<file path="config.mk">
export PLATFORM = sky130hd
export DESIGN_NAME = pong_ball_engine
export DESIGN_NICKNAME = d
export VERILOG_FILES = /design/src/rtl/pong_pkg.sv /design/src/rtl/pong_serve_timer.sv /design/src/rtl/pong_ball_engine.sv
export SDC_FILE = /design/constraint.sdc
export NUM_CORES = 1
export LEC_CHECK = 0
export CAP_MARGIN = 25
export CORE_AREA = 2 2 92 94
export CTS_BUF_LIST = sky130_fd_sc_hd__clkbuf_8
export DETAILED_ROUTE_END_ITERATION = 12
export DIE_AREA = 0 0 94 96
export PLACE_DENSITY = 0.82
export SYNTH_ARGS = -nofsm -noshare
export SYNTH_HDL_FRONTEND = slang
export SYNTH_SLANG_ARGS = --single-unit
</file>
<file path="constraint.sdc">
create_clock -name clk -period 4.75 [get_ports clk]
set_input_delay 0.7125 -clock clk [delete_from_list [all_inputs] [get_ports clk]]
set_output_delay 0.7125 -clock clk [all_outputs]
set_load 0.05 [all_outputs]
</file>
<file path="src/rtl/pong_pkg.sv">
// Shared constants for the pong display path: resolution, ball/paddle geometry,
// engine state encoding and score nibble layout.
package pong_pkg;

    localparam int COORD_W  = 11;   // pixel coordinate width
    localparam int CALC_W   = 12;   // one extra bit so sums never wrap
    localparam int NIBBLE_W = 4;    // one player's score

    // score = {left[3:0], right[3:0]}
    localparam int SCORE_LEFT_LSB  = 4;
    localparam int SCORE_RIGHT_LSB = 0;

    localparam int H_RES_DEFAULT          = 1024;
    localparam int V_RES_DEFAULT          = 768;
    localparam int BALL_SIZE_DEFAULT      = 16;
    localparam int PADDLE_W_DEFAULT       = 16;
    localparam int PADDLE_H_DEFAULT       = 128;
    localparam int LEFT_PADDLE_X_DEFAULT  = 32;
    localparam int RIGHT_PADDLE_X_DEFAULT = 976;
    localparam int SERVE_DELAY_DEFAULT    = 60;
    localparam int MAX_SCORE_DEFAULT      = 9;

    typedef enum logic [1:0] {
        ST_IDLE       = 2'd0,
        ST_SERVE_WAIT = 2'd1,
        ST_MOVE       = 2'd2,
        ST_GAME_OVER  = 2'd3
    } engine_state_t;

    // Ball step in pixels per frame: 2, 4, 6 or 8.
    function automatic logic [CALC_W-1:0] step_size(input logic [1:0] sel);
        return CALC_W'({sel, 1'b0}) + CALC_W'(2);
    endfunction

endpackage

</file>
<file path="src/rtl/pong_serve_timer.sv">
// Counts frame ticks after a serve or a point; done pulses on the
// SERVE_DELAY-th counted tick, which releases the ball.
module pong_serve_timer #(
    parameter int SERVE_DELAY = 60
) (
    input  logic clk,
    input  logic rst,
    input  logic start,
    input  logic frame_tick,
    input  logic enable,
    output logic done
);

    localparam int CNT_W = $clog2(SERVE_DELAY + 1);
    localparam logic [CNT_W-1:0] LAST = CNT_W'(SERVE_DELAY - 1);

    logic [CNT_W-1:0] count;
    logic             running;

    assign done = running && enable && frame_tick && (count == LAST);

    // Restart on start (a tick in the same cycle is not counted), count ticks while armed.
    always_ff @(posedge clk) begin
        if (rst) begin
            count   <= '0;
            running <= 1'b0;
        end else if (start) begin
            count   <= '0;
            running <= 1'b1;
        end else if (running && enable && frame_tick) begin
            if (count == LAST) begin
                count   <= '0;
                running <= 1'b0;
            end else begin
                count <= count + CNT_W'(1);
            end
        end
    end

endmodule

</file>
<file path="src/rtl/pong_ball_engine.sv">
// Frame-synchronous ball motion, wall/paddle reflection and scoring for pong.
// All outputs are registered; results of a frame_tick appear one cycle later.
module pong_ball_engine
    import pong_pkg::*;
#(
    parameter int H_RES          = H_RES_DEFAULT,
    parameter int V_RES          = V_RES_DEFAULT,
    parameter int BALL_SIZE      = BALL_SIZE_DEFAULT,
    parameter int PADDLE_W       = PADDLE_W_DEFAULT,
    parameter int PADDLE_H       = PADDLE_H_DEFAULT,
    parameter int LEFT_PADDLE_X  = LEFT_PADDLE_X_DEFAULT,
    parameter int RIGHT_PADDLE_X = RIGHT_PADDLE_X_DEFAULT,
    parameter int SERVE_DELAY    = SERVE_DELAY_DEFAULT,
    parameter int MAX_SCORE      = MAX_SCORE_DEFAULT
) (
    input  logic         clk,
    input  logic         rst,
    input  logic         frame_tick,
    input  logic         enable,
    input  logic         serve,
    input  logic [1:0]   speed_selector,
    input  logic [10:0]  left_palette_pos,
    input  logic [10:0]  right_palette_pos,
    output logic [10:0]  ball_xpos,
    output logic [10:0]  ball_ypos,
    output logic [7:0]   score,
    output logic         point_left,
    output logic         point_right,
    output logic [1:0]   engine_state
);

    localparam logic [COORD_W-1:0] X_CENTRE = COORD_W'((H_RES - BALL_SIZE) / 2);
    localparam logic [COORD_W-1:0] Y_CENTRE = COORD_W'((V_RES - BALL_SIZE) / 2);
    localparam logic [COORD_W-1:0] Y_BOTTOM = COORD_W'(V_RES - BALL_SIZE);
    localparam logic [COORD_W-1:0] LEFT_STOP  = COORD_W'(LEFT_PADDLE_X + PADDLE_W);
    localparam logic [COORD_W-1:0] RIGHT_STOP = COORD_W'(RIGHT_PADDLE_X - BALL_SIZE);
    localparam logic [CALC_W-1:0]  X_LIMIT    = CALC_W'(H_RES - BALL_SIZE);
    localparam logic [CALC_W-1:0]  Y_LIMIT    = CALC_W'(V_RES - BALL_SIZE);
    localparam logic [CALC_W-1:0]  LEFT_FACE  = CALC_W'(LEFT_PADDLE_X + PADDLE_W);
    localparam logic [CALC_W-1:0]  RIGHT_FACE = CALC_W'(RIGHT_PADDLE_X - BALL_SIZE);
    localparam logic [CALC_W-1:0]  BALL_EDGE  = CALC_W'(BALL_SIZE);
    localparam logic [CALC_W-1:0]  PAD_H      = CALC_W'(PADDLE_H);
    localparam logic [NIBBLE_W-1:0] WIN_SCORE = NIBBLE_W'(MAX_SCORE);

    engine_state_t        state, state_n;
    logic [COORD_W-1:0]   x_n, y_n, y_move;
    logic                 dx_right, dy_down, dx_n, dy_n, dy_move;
    logic [7:0]           score_n;
    logic                 point_left_n, point_right_n;
    logic [CALC_W-1:0]    step, x_w, y_w, lp_w, rp_w;
    logic                 ovl_left, ovl_right, hit_left, hit_right, miss_left, miss_right;
    logic [NIBBLE_W-1:0]  left_pts, right_pts, left_inc, right_inc;
    logic                 game_won, timer_start, timer_done;

    assign step      = step_size(speed_selector);
    assign x_w       = CALC_W'(ball_xpos);
    assign y_w       = CALC_W'(ball_ypos);
    assign lp_w      = CALC_W'(left_palette_pos);
    assign rp_w      = CALC_W'(right_palette_pos);
    assign left_pts  = score[SCORE_LEFT_LSB +: NIBBLE_W];
    assign right_pts = score[SCORE_RIGHT_LSB +: NIBBLE_W];
    assign left_inc  = left_pts + NIBBLE_W'(1);
    assign right_inc = right_pts + NIBBLE_W'(1);

    // Paddle contact windows and exits, all judged on the pre-update position.
    assign ovl_left   = (y_w + BALL_EDGE > lp_w) && (y_w < lp_w + PAD_H);
    assign ovl_right  = (y_w + BALL_EDGE > rp_w) && (y_w < rp_w + PAD_H);
    assign hit_left   = !dx_right && (x_w >= LEFT_FACE) && (x_w <= LEFT_FACE + step) && ovl_left;
    assign miss_left  = !dx_right && !hit_left && (x_w < step);
    assign hit_right  = dx_right && (x_w + step >= RIGHT_FACE) && (x_w <= RIGHT_FACE) && ovl_right;
    assign miss_right = dx_right && !hit_right && (x_w + step > X_LIMIT);
    assign game_won   = (miss_left && (right_inc == WIN_SCORE)) ||
                        (miss_right && (left_inc == WIN_SCORE));

    // A fresh serve countdown starts on a serve request or on a point that does not end the game.
    assign timer_start = enable &&
        ((serve && ((state == ST_IDLE) || (state == ST_GAME_OVER))) ||
         ((state == ST_MOVE) && frame_tick && (miss_left || miss_right) && !game_won));

    pong_serve_timer #(
        .SERVE_DELAY (SERVE_DELAY)
    ) u_serve_timer (
        .clk        (clk),
        .rst        (rst),
        .start      (timer_start),
        .frame_tick (frame_tick),
        .enable     (enable),
        .done       (timer_done)
    );

    // Vertical motion with clamping reflection at the top and bottom walls.
    always_comb begin
        y_move  = ball_ypos;
        dy_move = dy_down;
        if (!dy_down) begin
            if (y_w < step) begin
                y_move  = '0;
                dy_move = 1'b1;
            end else begin
                y_move = COORD_W'(y_w - step);
            end
        end else if (y_w + step > Y_LIMIT) begin
            y_move  = Y_BOTTOM;
            dy_move = 1'b0;
        end else begin
            y_move = COORD_W'(y_w + step);
        end
    end

    // Next-state, position, direction and score decisions.
    always_comb begin
        state_n       = state;
        x_n           = ball_xpos;
        y_n           = ball_ypos;
        dx_n          = dx_right;
        dy_n          = dy_down;
        score_n       = score;
        point_left_n  = 1'b0;
        point_right_n = 1'b0;
        if (enable) begin
            unique case (state)
                ST_IDLE: begin
                    if (serve) begin
                        state_n = ST_SERVE_WAIT;
                        dx_n    = 1'b1;
                        dy_n    = 1'b1;
                    end
                end
                ST_SERVE_WAIT: begin
                    if (timer_done) state_n = ST_MOVE;
                end
                ST_MOVE: begin
                    if (frame_tick) begin
                        if (miss_left || miss_right) begin
                            x_n = X_CENTRE;
                            y_n = Y_CENTRE;
                            if (miss_left) begin
                                score_n[SCORE_RIGHT_LSB +: NIBBLE_W] = right_inc;
                                point_right_n = 1'b1;
                                dx_n          = 1'b0;
                            end else begin
                                score_n[SCORE_LEFT_LSB +: NIBBLE_W] = left_inc;
                                point_left_n = 1'b1;
                                dx_n         = 1'b1;
                            end
                            state_n = game_won ? ST_GAME_OVER : ST_SERVE_WAIT;
                        end else begin
                            y_n  = y_move;
                            dy_n = dy_move;
                            if (hit_left) begin
                                x_n  = LEFT_STOP;
                                dx_n = 1'b1;
                            end else if (hit_right) begin
                                x_n  = RIGHT_STOP;
                                dx_n = 1'b0;
                            end else if (dx_right) begin
                                x_n = COORD_W'(x_w + step);
                            end else begin
                                x_n = COORD_W'(x_w - step);
                            end
                        end
                    end
                end
                ST_GAME_OVER: begin
                    if (serve) begin
                        score_n = '0;
                        state_n = ST_SERVE_WAIT;
                        dx_n    = 1'b1;
                    end
                end
                default: state_n = ST_IDLE;
            endcase
        end
    end

    // Engine registers; reset returns the ball to centre with a fresh game.
    always_ff @(posedge clk) begin
        if (rst) begin
            state       <= ST_IDLE;
            ball_xpos   <= X_CENTRE;
            ball_ypos   <= Y_CENTRE;
            dx_right    <= 1'b1;
            dy_down     <= 1'b1;
            score       <= '0;
            point_left  <= 1'b0;
            point_right <= 1'b0;
        end else begin
            state       <= state_n;
            ball_xpos   <= x_n;
            ball_ypos   <= y_n;
            dx_right    <= dx_n;
            dy_down     <= dy_n;
            score       <= score_n;
            point_left  <= point_left_n;
            point_right <= point_right_n;
        end
    end

    assign engine_state = state;

endmodule

</file>
==> flow_summary.toml, run 1 <==
[clocking]
cts_buffers = 5
cts.clk_slew.worst_paths_ns = 0.09
cts_resized = 0
htree_levels = 2
clockBufferDepth = 2
cts_tree = "done"
cts_setup_buffers = 0
cts_hold_buf = 0
root_buffer = "clkbuf_8"
clock-sinks = 41
insertion_delay_ns = 0.30

[place]
place_inst = 719
placed_cell_area_sq_um = 5126
port_buffers = 60
dp_hpwl_microns = 9735
place_congestion = 0.9242

[floorplanning]
std_cell_rows = 33
pin_count = 63
start_util_pct = 55.94
fp.dieArea_sq_um = 9024
fp.dieW_microns = 94
core_area_sq_um = 8051
die_h_microns = 96

[logic_synthesis]
ys_top_cells_by_area = "dfxtp_1 18%, ha_1 17%, a21oi_1 4.7%, inv_1 4.2%, nand2_1 3.8%"
synth-main-ff-cell = "dfxtp_1"
yosysUniqueCellTypes = 79
synth_top_area_share_pct = 18.22
syn_area_sq_um = 4504
yosys.area.top_type = "dfxtp_1"
synth_commonest_cells = "60 x ha_1, 50 x inv_1, 45 x nand2_1"
syn_avg_cell_area_sq_um = 7.793
synth_cells = 578
synthArstFlopShare_pct = 0
synth_seq_cells = 41
yosys_warnings = 0
yosysSeqAreaShare_pct = 18.22
yosysMostFrequentCell = "ha_1"
synth-edff-count = 0

[cells_and_area]
final_cells = 727
diodes = 0
area_delta_synth_final_pct = 15.94
drive_gt1_share_pct = 5.145
nets = 714
final_core_util_pct = 64.86
design_area_sq_um = 5223

[timing]
slew_headroom_pct = 32.72
rsz0062_at_grt = "false"
tightest_slew_ns = 1.006
maxSlewViolCount = 0
clock_skew_ns = 0.009151
setup_viol = 0
hold_viol = 0
timing.final.crit_share_pct = 83.14
fmax_mhz = 253.2
fin_crit_ns = 3.949
setup-tns-final_ns = 0

[setup_path]
crit_fanout = 13
ff2ff_setup_slack_ns = 0.80
cp-start-kind = "flop"
endpoint = "dx_right"
rr_endpoint = "dx_right"
crit_start = "ball_ypos[4]"
path_class = "flop to flop"
arrival_ns = 4.14
r2r-start = "ball_ypos[4]"
crit_required_ns = 4.94
crit_path_end_kind = "flop"
reg2reg_depth = 12

[grt]
first_global_vias = 4375
overflow = 0
grtUsageTotal_pct = 27.81
grt_pass1_wl_microns = 20220
antenna_found_initial = 0
grt_max_degree = 28

[pwr]
p_per_area_nw_per_um2 = 167.4
leakage_nw = 2.145
p_int_uw = 574.1
p_total_uw = 874.2
netSwitchingPower_uw = 300.1
vdd_ir_drop_max_uv = 115.9
seqPwrFrac_pct = 41.6
swShare_pct = 34.33
pwr-share-comb_pct = 29.2
clkPwrFrac_pct = 29.2

[routing]
route.detailed.drc = 0
drt_iter0_markers = 262
avgViaCountPerCell = 6.355
wl_microns = 12530
wire_per_inst_microns = 17.23
drt_first_pass_iters = 5
via_count = 4620
antenna_left = 0

[hold_path]
hold_depth = 2
hold_class = "flop to flop"

[flow_run]
drv_cap = 0

[outcome]
outcome = "completed"
logic make-up after synthesis:
kind of cell	after synthesis	synth area share (%)
adders and majority gates	64	18.44
AOI/OAI and AO/OA	155	24.58
DFF	41	18.22
xor gates and xnor gates	21	4.083
muxes	5	1.111
other	1	0.08325
buffers and inverters	79	7.194
and+or+nand+nor	212	26.28
placed cells by master, fill, tap and decap left out, types with 7 or more instances in the layout:
cell type / Yosys / layout
a21o_1: 9 / 9
a21oi_1: 42 / 42
a31oi_1: 9 / 9
and2_1: 13 / 13
and3_1: 7 / 7
clkdlybuf4s50_1: 0 / 60
dfxtp_1: 41 / 41
ha_1: 60 / 60
inv_1: 50 / 50
nand2_1: 45 / 45
nand2b_1: 10 / 10
nand3_1: 24 / 24
nand4_1: 10 / 10
nor2_1: 28 / 28
nor3_1: 19 / 19
nor4_1: 7 / 7
o2111ai_1: 7 / 7
o211ai_1: 10 / 10
o21ai_0: 22 / 22
or3_1: 7 / 7
xnor2_1: 16 / 16
area by class of cell:
| cell class | count | area, sq um |
|---|---|---|
| well taps | 105 | 131.4 |
| inverters | 52 | 195.2 |
| clock inverters | 2 | 13.76 |
| repair buffers | 62 | 615.6 |
| multi-input cells | 459 | 3363 |
| clock buffers | 6 | 82.58 |
| flip-flops and latches | 41 | 820.8 |
| fillers | 714 | 2829 |
critical path, cell delays in order (launching register included):
cell	delay [ns]
dfxtp_1	0.64
ha_1	0.33
and3_1	0.27
nand3_1	0.11
xnor2_1	0.20
ha_1	0.32
nand3_1	0.13
or3_1	0.42
o41ai_1	0.31
and4bb_2	0.31
nand2_1	0.32
a311oi_1	0.16
o32a_1	0.32
metal layers:
layer	track usage, %	vias up	part of all wire, %
met5	0	-	0
met4	13.29	0	3.7
met3	3.446	42	6.5
met2	48.75	187	49
met1	33.84	2167	41
li1	-	2224	-
per-stage QoR:
stage          setup WS [ns]  hold slack (ns)
6_report              0.8008           0.5139
5_1_grt               0.6174           0.5342
4_1_cts               0.8494           0.5172
3_5_place_dp          0.5688           0.5051
3_3_place_gp          0.6294           0.4950
2_1_floorplan          1.078           0.5017
power by group through the flow:
stage / logic, mW / clock network (mW) / registers, mW
2_1_floorplan: 0.162 / 0 / 0.382
3_3_place_gp: 0.245 / 0 / 0.371
3_5_place_dp: 0.253 / 0 / 0.371
4_1_cts: 0.254 / 0.260 / 0.363
5_1_grt: 0.281 / 0.269 / 0.365
6_report: 0.255 / 0.256 / 0.363
how the worst min path moves through the flow:
stage	startpoint	endpoint	slack, ns
floorplan	u_serve_timer.running	u_serve_timer.running	0.50
global placement	score[5]	score[5]	0.49
detailed placement	score[7]	score[7]	0.51
CTS	score[7]	score[7]	0.52
global route	score[7]	score[7]	0.53
finish	score[7]	score[7]	0.51
sequential cells by signal, summed over array words and instances, names as in the netlist:
register	cells
dx_right	1
ball_ypos	10
score	8
engine_state	2
ball_xpos	10
dy_down	1
point_left	1
u_serve_timer.running	1
point_right	1
u_serve_timer.count	6
No activity file was read; power rests on OpenSTA's default activity.
==> run 2: changes to the inputs <==
==> constraint.sdc (replaced) <==
create_clock -name clk -period 3.95 [get_ports clk]
set_input_delay 0.5925 -clock clk [delete_from_list [all_inputs] [get_ports clk]]
set_output_delay 0.5925 -clock clk [all_outputs]
set_load 0.05 [all_outputs]
==> run 2 against run 1 <==
Critical path depth unchanged. Maximum frequency up 5.1%. Cell count up 2.1%. Sequential power up 20%. Clock-buffer cell count unchanged. Clock skew up 0.0021 ns. Cell area up 2.2%. Register-to-register slack worse by 0.61 ns. Setup slack worse by 0.61 ns. Total power up 21%. Global-route usage up 0.79 points. Critical endpoint is now ball_xpos[6]. Flip-flop and latch count unchanged. Critical path type unchanged.
==> flow_summary.toml, run 2 (synthesis gave the netlist of run 1 again) <==
[outcome]
outcome = "completed"

[place]
dp_hpwl_microns = 10030
placed_cell_area_sq_um = 5239
place_congestion = 0.9999
port_buffers = 60

[pwr]
p_total_mw = 1.056
vdd_ir_drop_max_uv = 159.9
p_per_area_nw_per_um2 = 198.0
leakage_nw = 2.216

[timing]
fmax_mhz = 266.1
hold_viol = 0
tightest_slew_ns = 0.9259
setup_viol = 0
fin_crit_ns = 3.758
clock_skew_ns = 0.01129
timing.final.crit_share_pct = 95.14
slew_headroom_pct = 38.10
maxSlewViolCount = 0
rsz0062_at_grt = "false"

[setup_path]
ff2ff_setup_slack_ns = 0.19
arrival_ns = 3.98
crit_fanout = 8
crit_required_ns = 4.17
cp-start-kind = "flop"
crit_path_end_kind = "flop"
rr_endpoint = "ball_xpos[6]"
reg2reg_depth = 12
path_class = "flop to flop"
r2r-start = "ball_ypos[4]"

[routing]
drt_iter0_markers = 294
via_count = 4712
avgViaCountPerCell = 6.350
wire_per_inst_microns = 17.37
antenna_left = 0
drt_first_pass_iters = 5
wl_microns = 12890
route.detailed.drc = 0

[cells_and_area]
design_area_sq_um = 5335
drive_gt1_share_pct = 7.378
diodes = 0
final_cell_mix = "60 x ha_1, 60 x clkdlybuf4s50_1, 50 x inv_1, 45 x nand2_1, 42 x a21oi_1"
area_delta_synth_final_pct = 18.44
nets = 729
largestRegisters = "ball_xpos (10), ball_ypos (10), score (8)"

[clocking]
clock-sinks = 41
cts_buffers = 5
cts_resized = 0
clockBufferDepth = 2
htree_levels = 2
cts_tree = "done"
root_buffer = "clkbuf_8"
cts.clk_slew.worst_paths_ns = 0.09
cts_setup_buffers = 0
insertion_delay_ns = 0.30
cts_hold_buf = 0

[floorplanning]
fp.dieW_microns = 94
pin_count = 63
fp.dieArea_sq_um = 9024
start_util_pct = 55.94
die_h_microns = 96
std_cell_rows = 33
core_area_sq_um = 8051

[hold_path]
min_from = "score[5]"
hold_class = "flop to flop"
holdPathEnd = "score[5]"
hold_depth = 2

[grt]
antenna_found_initial = 0
first_global_vias = 4570
overflow = 0
grt_pass1_wl_microns = 20800
grt_max_degree = 26
grtUsageTotal_pct = 28.60

[flow_run]
drv_cap = 0
-- run 2: cell types whose count changed in the layout (fill, tap and decap cells not counted), sizes merged --
cell and change:
buf +15
-- run 2: per-stage QoR --
stage	setup slack [ns]	cells	setup TNS (ns)	utilization, %	hold slack [ns]
after floorplan	0.2784	579	0	-	0.5017
after global placement	0.09928	734	0	65.07	0.4994
after detailed placement	-0.02033	734	-0.02033	65.07	0.4988
after CTS	0.2412	742	0	66.26	0.5124
after global routing	0.06285	742	0	66.26	0.5430
final	0.1921	742	0	66.26	0.5112
-- run 2: final cells by class --
cell class / instances / area [sq um]
multi-input cells: 459 / 3363
well taps: 105 / 131.4
clock buffers: 6 / 82.58
inverters: 52 / 195.2
flip-flops and latches: 41 / 820.8
clock inverters: 2 / 13.76
fillers: 695 / 2716
repair buffers: 77 / 728.2
-- run 2: critical path: stages (launching register included) --
cell and delay, ns:
dfxtp_1 0.50, ha_1 0.24, and3_1 0.21, nand3_1 0.10, xnor2_1 0.18, ha_1 0.33, nand3_1 0.12, or3_1 0.41
o41ai_1 0.45, and4bb_2 0.31, and2_1 0.23, or4_1 0.49, o211ai_1 0.10
-- run 2: worst max-delay path by stage --
| stage | slack, ns | cells past startpoint | endpoint | from |
|---|---|---|---|---|
| final | 0.19 | 12 | ball_xpos[6] | ball_ypos[4] |
| after floorplan | 0.28 | 12 | ball_xpos[6] | ball_ypos[5] |
| after global routing | 0.06 | 12 | ball_xpos[6] | ball_ypos[4] |
| after detailed placement | -0.02 | 10 | dx_right | speed_selector[0] |
| after global placement | 0.1 | 10 | ball_ypos[3] | speed_selector[0] |
| after CTS | 0.24 | 12 | ball_xpos[6] | ball_ypos[4] |
-- run 2: power by group --
part	internal [mW]	switching [mW]
Sequential	0.421	0.0148
Combinational	0.133	0.185
Clock	0.142	0.160
Total	0.696	0.360
-- run 2: metal layers --
layer	vias up	GRT usage [%]	routed length [microns]
met2	219	52.62	6414
met4	0	12.20	374
li1	2249	-	-
met3	35	2.819	792
met5	-	0	0
met1	2209	33.83	5303
==> run 3: changes to the inputs <==
--- a/config.mk
+++ b/config.mk
@@ -8,6 +8,7 @@
 export CAP_MARGIN = 25
 export CORE_AREA = 2 2 92 94
 export CTS_BUF_LIST = sky130_fd_sc_hd__clkbuf_8
+export CTS_CLUSTER_DIAMETER = 40
 export DETAILED_ROUTE_END_ITERATION = 12
 export DIE_AREA = 0 0 94 96
 export PLACE_DENSITY = 0.82
==> results of run 3 <==
Same layout as run 2: the final DEF is identical, and so are final timing and power.
